===== src/rtl/spi_axil_pkg.sv =====
// Shared constants for the SPI AXI4-Lite register file: word indices, field
// positions, response codes and reset values.
package spi_axil_pkg;

    // Word index (address bits [4:2]) of each register
    localparam logic [2:0] REG_CTRL   = 3'd0;
    localparam logic [2:0] REG_STATUS = 3'd1;
    localparam logic [2:0] REG_CONFIG = 3'd2;
    localparam logic [2:0] REG_TIMING = 3'd3;
    localparam logic [2:0] REG_TXDATA = 3'd4;
    localparam logic [2:0] REG_RXDATA = 3'd5;

    localparam int CTRL_START_BIT  = 0;
    localparam int CTRL_IRQ_EN_BIT = 1;
    localparam int STATUS_BUSY_BIT = 0;
    localparam int STATUS_DONE_BIT = 1;

    localparam int CFG_MODE_LSB    = 0;
    localparam int CFG_SPEED_LSB   = 2;
    localparam int CFG_WLEN_LSB    = 4;
    localparam int TIM_IFG_LSB     = 0;
    localparam int TIM_CS_SCK_LSB  = 8;
    localparam int TIM_SCK_CS_LSB  = 16;

    localparam logic [1:0] RESP_OKAY   = 2'b00;
    localparam logic [1:0] RESP_SLVERR = 2'b10;

    localparam logic [5:0]  CONFIG_RST = 6'd0;
    localparam logic [23:0] TIMING_RST = 24'd0;
    localparam logic [31:0] TXDATA_RST = 32'd0;
    localparam logic [31:0] RXDATA_RST = 32'd0;

    // Merge new_v into old_v on the byte lanes selected by strb
    function automatic logic [31:0] apply_strb(input logic [31:0] old_v,
                                               input logic [31:0] new_v,
                                               input logic [3:0]  strb);
        logic [31:0] res;
        res = old_v;
        for (int b = 0; b < 4; b++) begin
            if (strb[b]) res[b*8 +: 8] = new_v[b*8 +: 8];
        end
        return res;
    endfunction

endpackage


===== src/rtl/axil_slave_if.sv =====
// AXI4-Lite slave handshake engine: one outstanding write and one outstanding
// read, presented to register logic as single-cycle wr_en / rd_en strobes.
module axil_slave_if #(
    parameter int ADDR_W = 5
) (
    input  logic              clk,
    input  logic              rst,
    input  logic [ADDR_W-1:0] s_axi_awaddr_i,
    input  logic              s_axi_awvalid_i,
    output logic              s_axi_awready_o,
    input  logic [31:0]       s_axi_wdata_i,
    input  logic [3:0]        s_axi_wstrb_i,
    input  logic              s_axi_wvalid_i,
    output logic              s_axi_wready_o,
    output logic [1:0]        s_axi_bresp_o,
    output logic              s_axi_bvalid_o,
    input  logic              s_axi_bready_i,
    input  logic [ADDR_W-1:0] s_axi_araddr_i,
    input  logic              s_axi_arvalid_i,
    output logic              s_axi_arready_o,
    output logic [31:0]       s_axi_rdata_o,
    output logic [1:0]        s_axi_rresp_o,
    output logic              s_axi_rvalid_o,
    input  logic              s_axi_rready_i,
    output logic              wr_en,
    output logic [ADDR_W-1:0] wr_addr,
    output logic [31:0]       wr_data,
    output logic [3:0]        wr_strb,
    input  logic [1:0]        wr_resp,
    output logic              rd_en,
    output logic [ADDR_W-1:0] rd_addr,
    input  logic [31:0]       rd_data,
    input  logic [1:0]        rd_resp
);

    // Valid/ready: a beat transfers on a rising clk edge where both are 1;
    // a valid, once raised, holds with its payload stable until that edge.
    logic aw_full, w_full, aw_full_n, w_full_n, rvalid_n;
    logic aw_hs, w_hs, b_hs, ar_hs, r_hs;

    assign aw_hs = s_axi_awvalid_i & s_axi_awready_o;
    assign w_hs  = s_axi_wvalid_i  & s_axi_wready_o;
    assign b_hs  = s_axi_bvalid_o  & s_axi_bready_i;
    assign ar_hs = s_axi_arvalid_i & s_axi_arready_o;
    assign r_hs  = s_axi_rvalid_o  & s_axi_rready_i;

    // Captured AW/W stay held until the B handshake frees both slots together
    assign aw_full_n = b_hs ? 1'b0 : (aw_full | aw_hs);
    assign w_full_n  = b_hs ? 1'b0 : (w_full  | w_hs);
    assign rvalid_n  = ar_hs ? 1'b1 : (r_hs ? 1'b0 : s_axi_rvalid_o);

    assign wr_en   = aw_full & w_full & ~s_axi_bvalid_o;
    assign rd_en   = ar_hs;
    assign rd_addr = s_axi_araddr_i;

    always_ff @(posedge clk) begin
        if (rst) begin
            aw_full         <= 1'b0;
            w_full          <= 1'b0;
            wr_addr         <= '0;
            wr_data         <= '0;
            wr_strb         <= '0;
            s_axi_awready_o <= 1'b0;
            s_axi_wready_o  <= 1'b0;
            s_axi_bvalid_o  <= 1'b0;
            s_axi_bresp_o   <= 2'b00;
            s_axi_arready_o <= 1'b0;
            s_axi_rvalid_o  <= 1'b0;
            s_axi_rdata_o   <= '0;
            s_axi_rresp_o   <= 2'b00;
        end else begin
            aw_full         <= aw_full_n;
            w_full          <= w_full_n;
            s_axi_awready_o <= ~aw_full_n;
            s_axi_wready_o  <= ~w_full_n;
            if (aw_hs) wr_addr <= s_axi_awaddr_i;
            if (w_hs) begin
                wr_data <= s_axi_wdata_i;
                wr_strb <= s_axi_wstrb_i;
            end
            if (wr_en) begin
                s_axi_bvalid_o <= 1'b1;
                s_axi_bresp_o  <= wr_resp;
            end else if (b_hs) begin
                s_axi_bvalid_o <= 1'b0;
            end
            s_axi_rvalid_o  <= rvalid_n;
            s_axi_arready_o <= ~rvalid_n;
            if (ar_hs) begin
                s_axi_rdata_o <= rd_data;
                s_axi_rresp_o <= rd_resp;
            end
        end
    end

endmodule


===== src/rtl/spi_axil_regs.sv =====
// AXI4-Lite register file in front of the SPI master core.
// Optional SPI_AXIL_IRQ_EN adds irq_o and CTRL.IRQ_EN.
module spi_axil_regs
    import spi_axil_pkg::*;
#(
    parameter int ADDR_W = 5
) (
    input  logic              GCLK,
    input  logic              RST,
    input  logic [ADDR_W-1:0] s_axi_awaddr_i,
    input  logic              s_axi_awvalid_i,
    output logic              s_axi_awready_o,
    input  logic [31:0]       s_axi_wdata_i,
    input  logic [3:0]        s_axi_wstrb_i,
    input  logic              s_axi_wvalid_i,
    output logic              s_axi_wready_o,
    output logic [1:0]        s_axi_bresp_o,
    output logic              s_axi_bvalid_o,
    input  logic              s_axi_bready_i,
    input  logic [ADDR_W-1:0] s_axi_araddr_i,
    input  logic              s_axi_arvalid_i,
    output logic              s_axi_arready_o,
    output logic [31:0]       s_axi_rdata_o,
    output logic [1:0]        s_axi_rresp_o,
    output logic              s_axi_rvalid_o,
    input  logic              s_axi_rready_i,
    output logic              start_o,
    input  logic              busy_i,
    output logic [1:0]        spi_mode_o,
    output logic [1:0]        sck_speed_o,
    output logic [1:0]        word_len_o,
    output logic [7:0]        IFG_o,
    output logic [7:0]        CS_SCK_o,
    output logic [7:0]        SCK_CS_o,
    output logic [31:0]       mosi_data_o,
`ifdef SPI_AXIL_IRQ_EN
    output logic              irq_o,
`endif
    input  logic [31:0]       miso_data_i
);

    logic              wr_en, rd_en;
    logic [ADDR_W-1:0] wr_addr, rd_addr;
    logic [31:0]       wr_data, rd_data;
    logic [3:0]        wr_strb;
    logic [1:0]        wr_resp, rd_resp;

    axil_slave_if #(.ADDR_W(ADDR_W)) u_if (
        .clk(GCLK), .rst(RST),
        .s_axi_awaddr_i(s_axi_awaddr_i), .s_axi_awvalid_i(s_axi_awvalid_i),
        .s_axi_awready_o(s_axi_awready_o),
        .s_axi_wdata_i(s_axi_wdata_i), .s_axi_wstrb_i(s_axi_wstrb_i),
        .s_axi_wvalid_i(s_axi_wvalid_i), .s_axi_wready_o(s_axi_wready_o),
        .s_axi_bresp_o(s_axi_bresp_o), .s_axi_bvalid_o(s_axi_bvalid_o),
        .s_axi_bready_i(s_axi_bready_i),
        .s_axi_araddr_i(s_axi_araddr_i), .s_axi_arvalid_i(s_axi_arvalid_i),
        .s_axi_arready_o(s_axi_arready_o),
        .s_axi_rdata_o(s_axi_rdata_o), .s_axi_rresp_o(s_axi_rresp_o),
        .s_axi_rvalid_o(s_axi_rvalid_o), .s_axi_rready_i(s_axi_rready_i),
        .wr_en(wr_en), .wr_addr(wr_addr), .wr_data(wr_data), .wr_strb(wr_strb),
        .wr_resp(wr_resp),
        .rd_en(rd_en), .rd_addr(rd_addr), .rd_data(rd_data), .rd_resp(rd_resp)
    );

    logic [5:0]  cfg_q;
    logic [23:0] tim_q;
    logic [31:0] tx_q, rx_q, cfg_new, tim_new, tx_new;
    logic        done_q, start_pend_q, busy_q, irq_en_q;
    logic        busy, busy_fall, start_req, start_hit, done_clr;
    logic        cfg_we, tim_we, tx_we;
    logic [2:0]  wr_idx, rd_idx;

    // start_pend bridges the gap between start_o and the core raising busy_i
    assign busy      = busy_i | start_pend_q;
    assign busy_fall = busy_q & ~busy_i;
    assign wr_idx    = wr_addr[4:2];
    assign rd_idx    = rd_addr[4:2];
    assign start_req = wr_strb[0] & wr_data[CTRL_START_BIT];
    assign cfg_new   = apply_strb({26'd0, cfg_q}, wr_data, wr_strb);
    assign tim_new   = apply_strb({8'd0, tim_q}, wr_data, wr_strb);
    assign tx_new    = apply_strb(tx_q, wr_data, wr_strb);

    always_comb begin
        wr_resp   = RESP_OKAY;
        start_hit = 1'b0;
        done_clr  = 1'b0;
        cfg_we    = 1'b0;
        tim_we    = 1'b0;
        tx_we     = 1'b0;
        case (wr_idx)
            REG_CTRL: begin
                if (start_req && busy) wr_resp = RESP_SLVERR;
                else start_hit = wr_en & start_req;
            end
            REG_STATUS: done_clr = wr_en & wr_strb[0] & wr_data[STATUS_DONE_BIT];
            REG_CONFIG: if (busy) wr_resp = RESP_SLVERR; else cfg_we = wr_en;
            REG_TIMING: if (busy) wr_resp = RESP_SLVERR; else tim_we = wr_en;
            REG_TXDATA: if (busy) wr_resp = RESP_SLVERR; else tx_we = wr_en;
            REG_RXDATA: wr_resp = RESP_OKAY;
            default:    wr_resp = RESP_SLVERR;
        endcase
    end

    always_comb begin
        rd_data = '0;
        rd_resp = RESP_OKAY;
        case (rd_idx)
            REG_CTRL: begin
`ifdef SPI_AXIL_IRQ_EN
                rd_data[CTRL_IRQ_EN_BIT] = irq_en_q;
`endif
            end
            REG_STATUS: begin
                rd_data[STATUS_BUSY_BIT] = busy;
                rd_data[STATUS_DONE_BIT] = done_q;
            end
            REG_CONFIG: rd_data[5:0]  = cfg_q;
            REG_TIMING: rd_data[23:0] = tim_q;
            REG_TXDATA: rd_data       = tx_q;
            REG_RXDATA: rd_data       = rx_q;
            default:    rd_resp       = RESP_SLVERR;
        endcase
    end

    always_ff @(posedge GCLK) begin
        if (RST) begin
            cfg_q        <= CONFIG_RST;
            tim_q        <= TIMING_RST;
            tx_q         <= TXDATA_RST;
            rx_q         <= RXDATA_RST;
            done_q       <= 1'b0;
            start_pend_q <= 1'b0;
            busy_q       <= 1'b0;
            start_o      <= 1'b0;
            irq_en_q     <= 1'b0;
        end else begin
            busy_q  <= busy_i;
            start_o <= start_hit;
            if (start_hit) start_pend_q <= 1'b1;
            else if (busy_i) start_pend_q <= 1'b0;
            if (cfg_we) cfg_q <= cfg_new[5:0];
            if (tim_we) tim_q <= tim_new[23:0];
            if (tx_we)  tx_q  <= tx_new;
            // Completion beats a same-cycle W1C so a finished transfer is never lost
            if (busy_fall) begin
                rx_q   <= miso_data_i;
                done_q <= 1'b1;
            end else if (done_clr) begin
                done_q <= 1'b0;
            end
`ifdef SPI_AXIL_IRQ_EN
            if (wr_en && wr_idx == REG_CTRL && wr_strb[0] && wr_resp == RESP_OKAY)
                irq_en_q <= wr_data[CTRL_IRQ_EN_BIT];
`endif
        end
    end

`ifdef SPI_AXIL_IRQ_EN
    always_ff @(posedge GCLK) begin
        if (RST) irq_o <= 1'b0;
        else     irq_o <= done_q & irq_en_q;
    end
`endif

    assign spi_mode_o  = cfg_q[CFG_MODE_LSB +: 2];
    assign sck_speed_o = cfg_q[CFG_SPEED_LSB +: 2];
    assign word_len_o  = cfg_q[CFG_WLEN_LSB +: 2];
    assign IFG_o       = tim_q[TIM_IFG_LSB +: 8];
    assign CS_SCK_o    = tim_q[TIM_CS_SCK_LSB +: 8];
    assign SCK_CS_o    = tim_q[TIM_SCK_CS_LSB +: 8];
    assign mosi_data_o = tx_q;

    logic unused_ok;
    assign unused_ok = ^{rd_en, wr_addr, rd_addr, cfg_new[31:6], tim_new[31:24], irq_en_q};

endmodule


===== config.mk =====
export PLATFORM = sky130hd
export DESIGN_NAME = spi_axil_regs
export DESIGN_NICKNAME = d
export VERILOG_FILES = /design/src/rtl/spi_axil_pkg.sv /design/src/rtl/axil_slave_if.sv /design/src/rtl/spi_axil_regs.sv
export SDC_FILE = /design/constraint.sdc
export NUM_CORES = 1
export LEC_CHECK = 0
export CAP_MARGIN = 10
export CORE_ASPECT_RATIO = 0.75
export CORE_MARGIN = 3
export CORE_UTILIZATION = 40
export DETAILED_ROUTE_END_ITERATION = 16
export PLACE_DENSITY = 0.71
export SYNTH_ARGS = -nofsm -noshare
export SYNTH_HDL_FRONTEND = slang
export SYNTH_SLANG_ARGS = --single-unit

===== constraint.sdc =====
create_clock -name GCLK -period 1.66 [get_ports GCLK]
set_input_delay 0.332 -clock GCLK [delete_from_list [all_inputs] [get_ports GCLK]]
set_output_delay 0.332 -clock GCLK [all_outputs]
set_load 0.05 [all_outputs]

### Word-level counts from Yosys, hierarchy flattened

Cells that the tools add are included.

| word-level totals | value |
|---|---|
| register bits after elaboration | 182 |
| input port bits | 86 |
| logic and storage cells | 98 |
| output and inout bits | 104 |

| cells by class | value |
|---|---|
| eq/ne operators | 10 |
| bitwise gates (word level) | 20 |
| reductions and logical operators | 17 |
| muxes and demuxes | 25 |

Operators by type and width:

| cell | count |
|---|---|
| 18-bit one-hot mux with 3 select lines | 1 |
| 1-bit two-way mux | 17 |
| 4-bit one-hot mux with 4 select lines | 1 |
| 8-bit one-hot mux with 2 select lines | 1 |
| 2-bit AND reduction | 8 |
| 1-bit AND | 12 |
| 3-bit by 2-bit == test with 1-bit output, second input constant | 4 |
| 3-bit == test, second input constant | 4 |
| 2-bit one-hot mux with 5 select lines | 1 |
| 3-bit by 1-bit == test with 1-bit output, second input constant | 2 |
| 3-bit logical NOT | 2 |
| 2-bit two-way mux | 3 |
| 2-bit one-hot mux with 3 select lines | 1 |
| 2-bit nonzero test | 3 |
| 6-bit OR reduction | 1 |
| 1-bit NOT | 5 |
| 1-bit bitwise OR | 3 |
| 3-bit OR reduction | 1 |
| 2-bit OR reduction | 1 |
| 1-bit logical AND | 1 |

### Logic depth before layout (Yosys ltp)

| depth | value |
|---|---|
| depth after elaboration | 7 |
| mapped depth | 6 |
| gate-level depth less buffers | 4 |

### By module

A second synthesis with hierarchy kept.

| unflattened totals | value |
|---|---|
| cells, all modules | 904 |
| area, all modules | 8718.4 um^2 |

By module, submodules not included:

| module | sequential area each (um^2) | times used | area an instance (um^2) | cells each |
|---|---|---|---|---|
| spi_axil_regs | 1961.9 | 1 | 4680.7 | 525 |
| axil_slave_if | 1681.6 | 1 | 4037.6 | 379 |

### Least setup slack after synthesis

OpenSTA, ideal clock, no wires.

| timing | value |
|---|---|
| path kind | reg-to-reg |
| start point | reg u_if.s_axi_bvalid_o |
| end point | reg tim_q[1] |
| setup time | 0.128 ns |
| clock period less this slack | 1.764 ns |
| slack | -0.104 ns |
| data required time | 1.532 ns |
| cell stages (with the launch flop) | 6 |
| buffers on the path | 1 |
| arrival | 1.636 ns |
| cells stage by stage | dfxtp_1 > and3b_1 > buf_2 > nand4_2 > mux2i_1 > nor2_1 |

| on the way | value |
|---|---|
| longest elaborated chain between the ends | 5 |

Ends and longest elaborated chain:

| item | RTL line | text |
|---|---|---|
| start: declaration | axil_slave_if.sv:16 | `output logic s_axi_bvalid_o,` |
| start signal: assignment | axil_slave_if.sv:65 | `s_axi_bvalid_o <= 1'b0;` |
| start signal: assignment | axil_slave_if.sv:82 | `s_axi_bvalid_o <= 1'b1;` |
| start signal: assignment | axil_slave_if.sv:85 | `s_axi_bvalid_o <= 1'b0;` |
| 1-bit NOT | axil_slave_if.sv:52 | `assign wr_en = aw_full & w_full & ~s_axi_bvalid_o;` |
| 1-bit AND | axil_slave_if.sv:52 |  |
| 1-bit two-way mux | spi_axil_regs.sv:97 | `REG_TIMING: if (busy) wr_resp = RESP_SLVERR; else tim_we = wr_en;` |
| 1-bit two-way mux | spi_axil_regs.sv:90 | `case (wr_idx)` |
| 2-bit AND reduction (no line) | -- |  |
| end signal: assignment | spi_axil_regs.sv:142 | `if (tim_we) tim_q <= tim_new[23:0];` |
| end: declaration | spi_axil_regs.sv:66 | `logic [23:0] tim_q;` |

Every way passes these cells.
A chain may end at the register's enable or synchronous reset.

### Worst setup path after layout

| timing | value |
|---|---|
| start point | reg start_pend_q |
| end point | reg tx_q[4], in the netlist mosi_data_o[4] |

| on the way | value |
|---|---|
| longest elaborated chain between the ends | 4 |

Ends and longest elaborated chain:

| item | RTL line | text |
|---|---|---|
| start: declaration | spi_axil_regs.sv:68 | `logic done_q, start_pend_q, busy_q, irq_en_q;` |
| start signal: assignment | spi_axil_regs.sv:132 | `start_pend_q <= 1'b0;` |
| start signal: assignment | spi_axil_regs.sv:139 | `if (start_hit) start_pend_q <= 1'b1;` |
| start signal: assignment | spi_axil_regs.sv:140 | `else if (busy_i) start_pend_q <= 1'b0;` |
| 1-bit bitwise OR | spi_axil_regs.sv:74 | `assign busy = busy_i \| start_pend_q;` |
| 1-bit two-way mux | spi_axil_regs.sv:98 | `REG_TXDATA: if (busy) wr_resp = RESP_SLVERR; else tx_we = wr_en;` |
| 1-bit two-way mux | spi_axil_regs.sv:90 |  |
| 2-bit AND reduction (no line) | -- |  |
| end signal: assignment | spi_axil_regs.sv:143 | `if (tx_we) tx_q <= tx_new;` |
| end: declaration | spi_axil_regs.sv:67 | `logic [31:0] tx_q, rx_q, cfg_new, tim_new, tx_new;` |

Every way passes these cells.

==> impl_metrics.yaml <==
timing:
  final_max_slew_viol_count: 0
  hold_viol: 0
  post-route-min-period_ns: 1.55
  finalSetupViolations: 0
  timing.fmax_mhz: 645
  finalCritPeriodShare: 0.933
  worst_slack_ns: 0.111
  clock_skew_ns: 0.0100
  rsz0062_at_grt: "no"
  holdWs_ns: 0.335
clocking:
  cts_buffer_depth: 2
  ctsHoldBuffers: 0
  cts_buffers: 17
  postCtsSetupRepairBufs: 0
  cts-root-buf: "clkbuf_16"
  cts_max_level: 4
  clk_latency_ns: 0.42
  cts.sinks: 178
  clkTransAtPathRegs_ns: 0.07
  cts_tree: "built"
floorplanning:
  fp-row-count: 40
  die_x_um: 157
  core_area_sq_um: 16400
  fp.dieArea_sq_um: 18800
  initial_utilization: 0.419
  ios: 190
  die_y_um: 120
global_route:
  grt_overflow: 0
  grt_max_degree: 33
  antenna_found_initial: 0
  grt_pass1_vias: 5767
  grt_first_pass_wirelength_um: 30900
  track_usage: 0.207
worst_setup_path:
  worstPathRequired_ns: 1.97
  slowest_delay_ns: 0.37
  cp_slowest_cell: "dfxtp_1"
  crit_chain: "nor4_4 > buf_4 > nand4_4 > mux2i_2 > nor2_1"
  crit_path_end_kind: "flop"
  arrival_ns: 1.86
  criticalPathCategory: "flop to flop"
  cp_num_buf_inv: 1
  cp_max_fo: 8
  path_delay_family: "simple AND/OR/NAND/NOR gates"
  start_kind: "flop"
power_and_ir_drop:
  p_per_area_nw_per_um2: 986
  total_power_mw: 9.63
  peakVddDrop_uv: 596
  p_leak_nw: 4.33
finish:
  n_antenna_cell: 0
  drive_above_1_share: 0.241
  syn_to_final_growth_pct: 42.2
  final_cell_count_no_fill: 1165
  fin_util: 0.595
  nNetsFinal: 1028
flow_run:
  maxCapViolCount: 0
detailed_routing:
  route.detailed.drc: 0
  avgViaCountPerCell: 5.17
  wl_met2_um: 9000
  wl_met1_um: 9210
  drt-total-wl_um: 19700
  maxUsedRoutingLayer: "met4"
  detail-route-antenna-nets: 0
  drt_iter0_markers: 457
  vias: 6027
  wire_per_inst_um: 16.9
  met3_length_um: 1410
  dr.pass1.iters: 5
synth:
  yosys.cell_types.count: 38
  syn_area_per_cell_sq_um: 9.26
  ys_warn_count: 0
  synth_seq_area_share: 0.519
  synth_seq_cells: 178
  synthCells: 742
  syn_area_sq_um: 6870
placed_design:
  io_buffers: 183
  gp_congestion: 0.798
  place_hpwl_um: 13900
  dpl.cell_count: 1133
  pre_cts_slack_ns: -0.290
status:
  outcome: "finished, final reports clean"
worst_hold_path:
  hold_path.class: "input port to flop"
==> cell usage in the layout, fill, tap and decap left out, drive strengths merged, types with 2 or more instances in the layout <==
| cell | instances |
|---|---|
| a211oi | 3 |
| a21oi | 80 |
| a222oi | 18 |
| a22oi | 8 |
| a311oi | 2 |
| and2 | 2 |
| buf | 154 |
| bufinv | 4 |
| clkbuf | 19 |
| clkdlybuf4s50 | 79 |
| clkinv | 4 |
| conb | 2 |
| dfxtp | 178 |
| inv | 6 |
| mux2 | 27 |
| mux2i | 71 |
| nand2 | 148 |
| nand2b | 6 |
| nand3 | 5 |
| nand4 | 7 |
| nor2 | 104 |
| nor2b | 5 |
| nor4 | 2 |
| o21ai | 4 |
| o221ai | 4 |
| o22ai | 2 |
==> routing by layer <==
metal	vias to the layer above	global-route usage
met4	0	0.0547
li1	2963	-
met5	-	0
met3	11	0.0512
met2	216	0.324
met1	2837	0.288
==> synth_stat cells <==
| cell type | number | area (sq um) |
|---|---|---|
| a222oi_1 | 18 | 180 |
| a32oi_1 | 1 | 8.76 |
| a2bb2oi_1 | 1 | 8.76 |
| a211oi_1 | 3 | 22.5 |
| nand2_1 | 148 | 556 |
| mux2_2 | 27 | 304 |
| a311oi_1 | 2 | 17.5 |
| nand4b_1 | 1 | 8.76 |
| nand4_4 | 4 | 85.1 |
| buf_2 | 5 | 25.0 |
| nor2b_1 | 5 | 31.3 |
| a211o_1 | 1 | 8.76 |
| buf_6 | 1 | 11.3 |
| nor2_1 | 104 | 390 |
| mux2i_1 | 71 | 711 |
| and3b_1 | 1 | 8.76 |
| buf_1 | 4 | 15.0 |
| nand2b_1 | 6 | 37.5 |
| a22oi_1 | 8 | 60.1 |
| nand3_1 | 5 | 25.0 |
| a221oi_1 | 1 | 8.76 |
| inv_1 | 2 | 7.51 |
| nor4_4 | 1 | 21.3 |
| a21oi_1 | 80 | 400 |
| o22ai_1 | 2 | 12.5 |
| and2_1 | 2 | 12.5 |
| clkbuf_1 | 41 | 154 |
| o41ai_1 | 1 | 8.76 |
| dfxtp_1 | 178 | 3560 |
| nor4_1 | 1 | 6.26 |
| nand4_2 | 3 | 37.5 |
| buf_4 | 2 | 15.0 |
| o221ai_1 | 4 | 35.0 |
| o21ai_0 | 4 | 20.0 |
| nor3b_4 | 1 | 18.8 |
| conb_1 | 1 | 3.75 |
| nor4b_4 | 1 | 23.8 |
| and3_1 | 1 | 6.26 |
==> registers in the layout, indices dropped and copies added (netlist names), 3 cells and up <==
| name | flops |
|---|---|
| u_if.wr_addr | 3 |
| u_if.s_axi_rdata_o | 32 |
| cfg_q | 6 |
| tim_q | 24 |
| rx_q | 32 |
| mosi_data_o | 32 |
| u_if.wr_strb | 4 |
| u_if.wr_data | 32 |
==> final timing paths <==
path / from / endpoint / slack [ns] / cells after the start
worst max register to register: start_pend_q$_SDFFE_PP0P_ / mosi_data_o[4]$_SDFFE_PP0P_ / 0.11 / 5
worst max-delay path: start_pend_q$_SDFFE_PP0P_ / mosi_data_o[4]$_SDFFE_PP0P_ / 0.11 / 5
worst min-delay path: RST / cfg_q[0]$_SDFFE_PP0P_ / 0.33 / 2
worst min register to register: rx_q[12]$_SDFFE_PP0P_ / rx_q[12]$_SDFFE_PP0P_ / 0.45 / 2
==> cell type report <==
type                    count  area, sq um
inverters                   2         7.51
fillers                  1449         6650
clock inverters            13          198
flip-flops and latches    178         3570
repair buffers            233         2190
clock buffers              19          443
well taps                 210          263
multi-input cells         510         3100
==> per-stage QoR <==
stage / TNS [ns] / instance area (sq um)
2_1_floorplan: 0 / 6880
3_3_place_gp: -19.99 / 9120
3_5_place_dp: -21.72 / 9120
4_1_cts: 0 / 9760
5_1_grt: 0 / 9770
6_report: 0 / 9770
==> cell families after synthesis <==
family / after synthesis / share of synthesized area
flops: 178 / 0.519
simple gates: 284 / 0.185
compound gates: 126 / 0.115
buf+inv: 55 / 0.0331
other cells: 1 / 0.000546
mux: 98 / 0.148
==> what timing repair did <==
action,CTS,global route
endpoints found under the hold margin,0,0
gates resized for setup,0,3
setup endpoints to repair,0,3
==> where the power goes <==
| group | switching (mW) | total (mW) | leakage [nW] | internal, mW |
|---|---|---|---|---|
| sequential | 0.0724 | 4.44 | 1.44 | 4.37 |
| combinational | 0.441 | 0.852 | 2.58 | 0.410 |
| clock | 1.75 | 4.34 | 0.309 | 2.59 |
No activity file was read; power rests on OpenSTA's default activity.
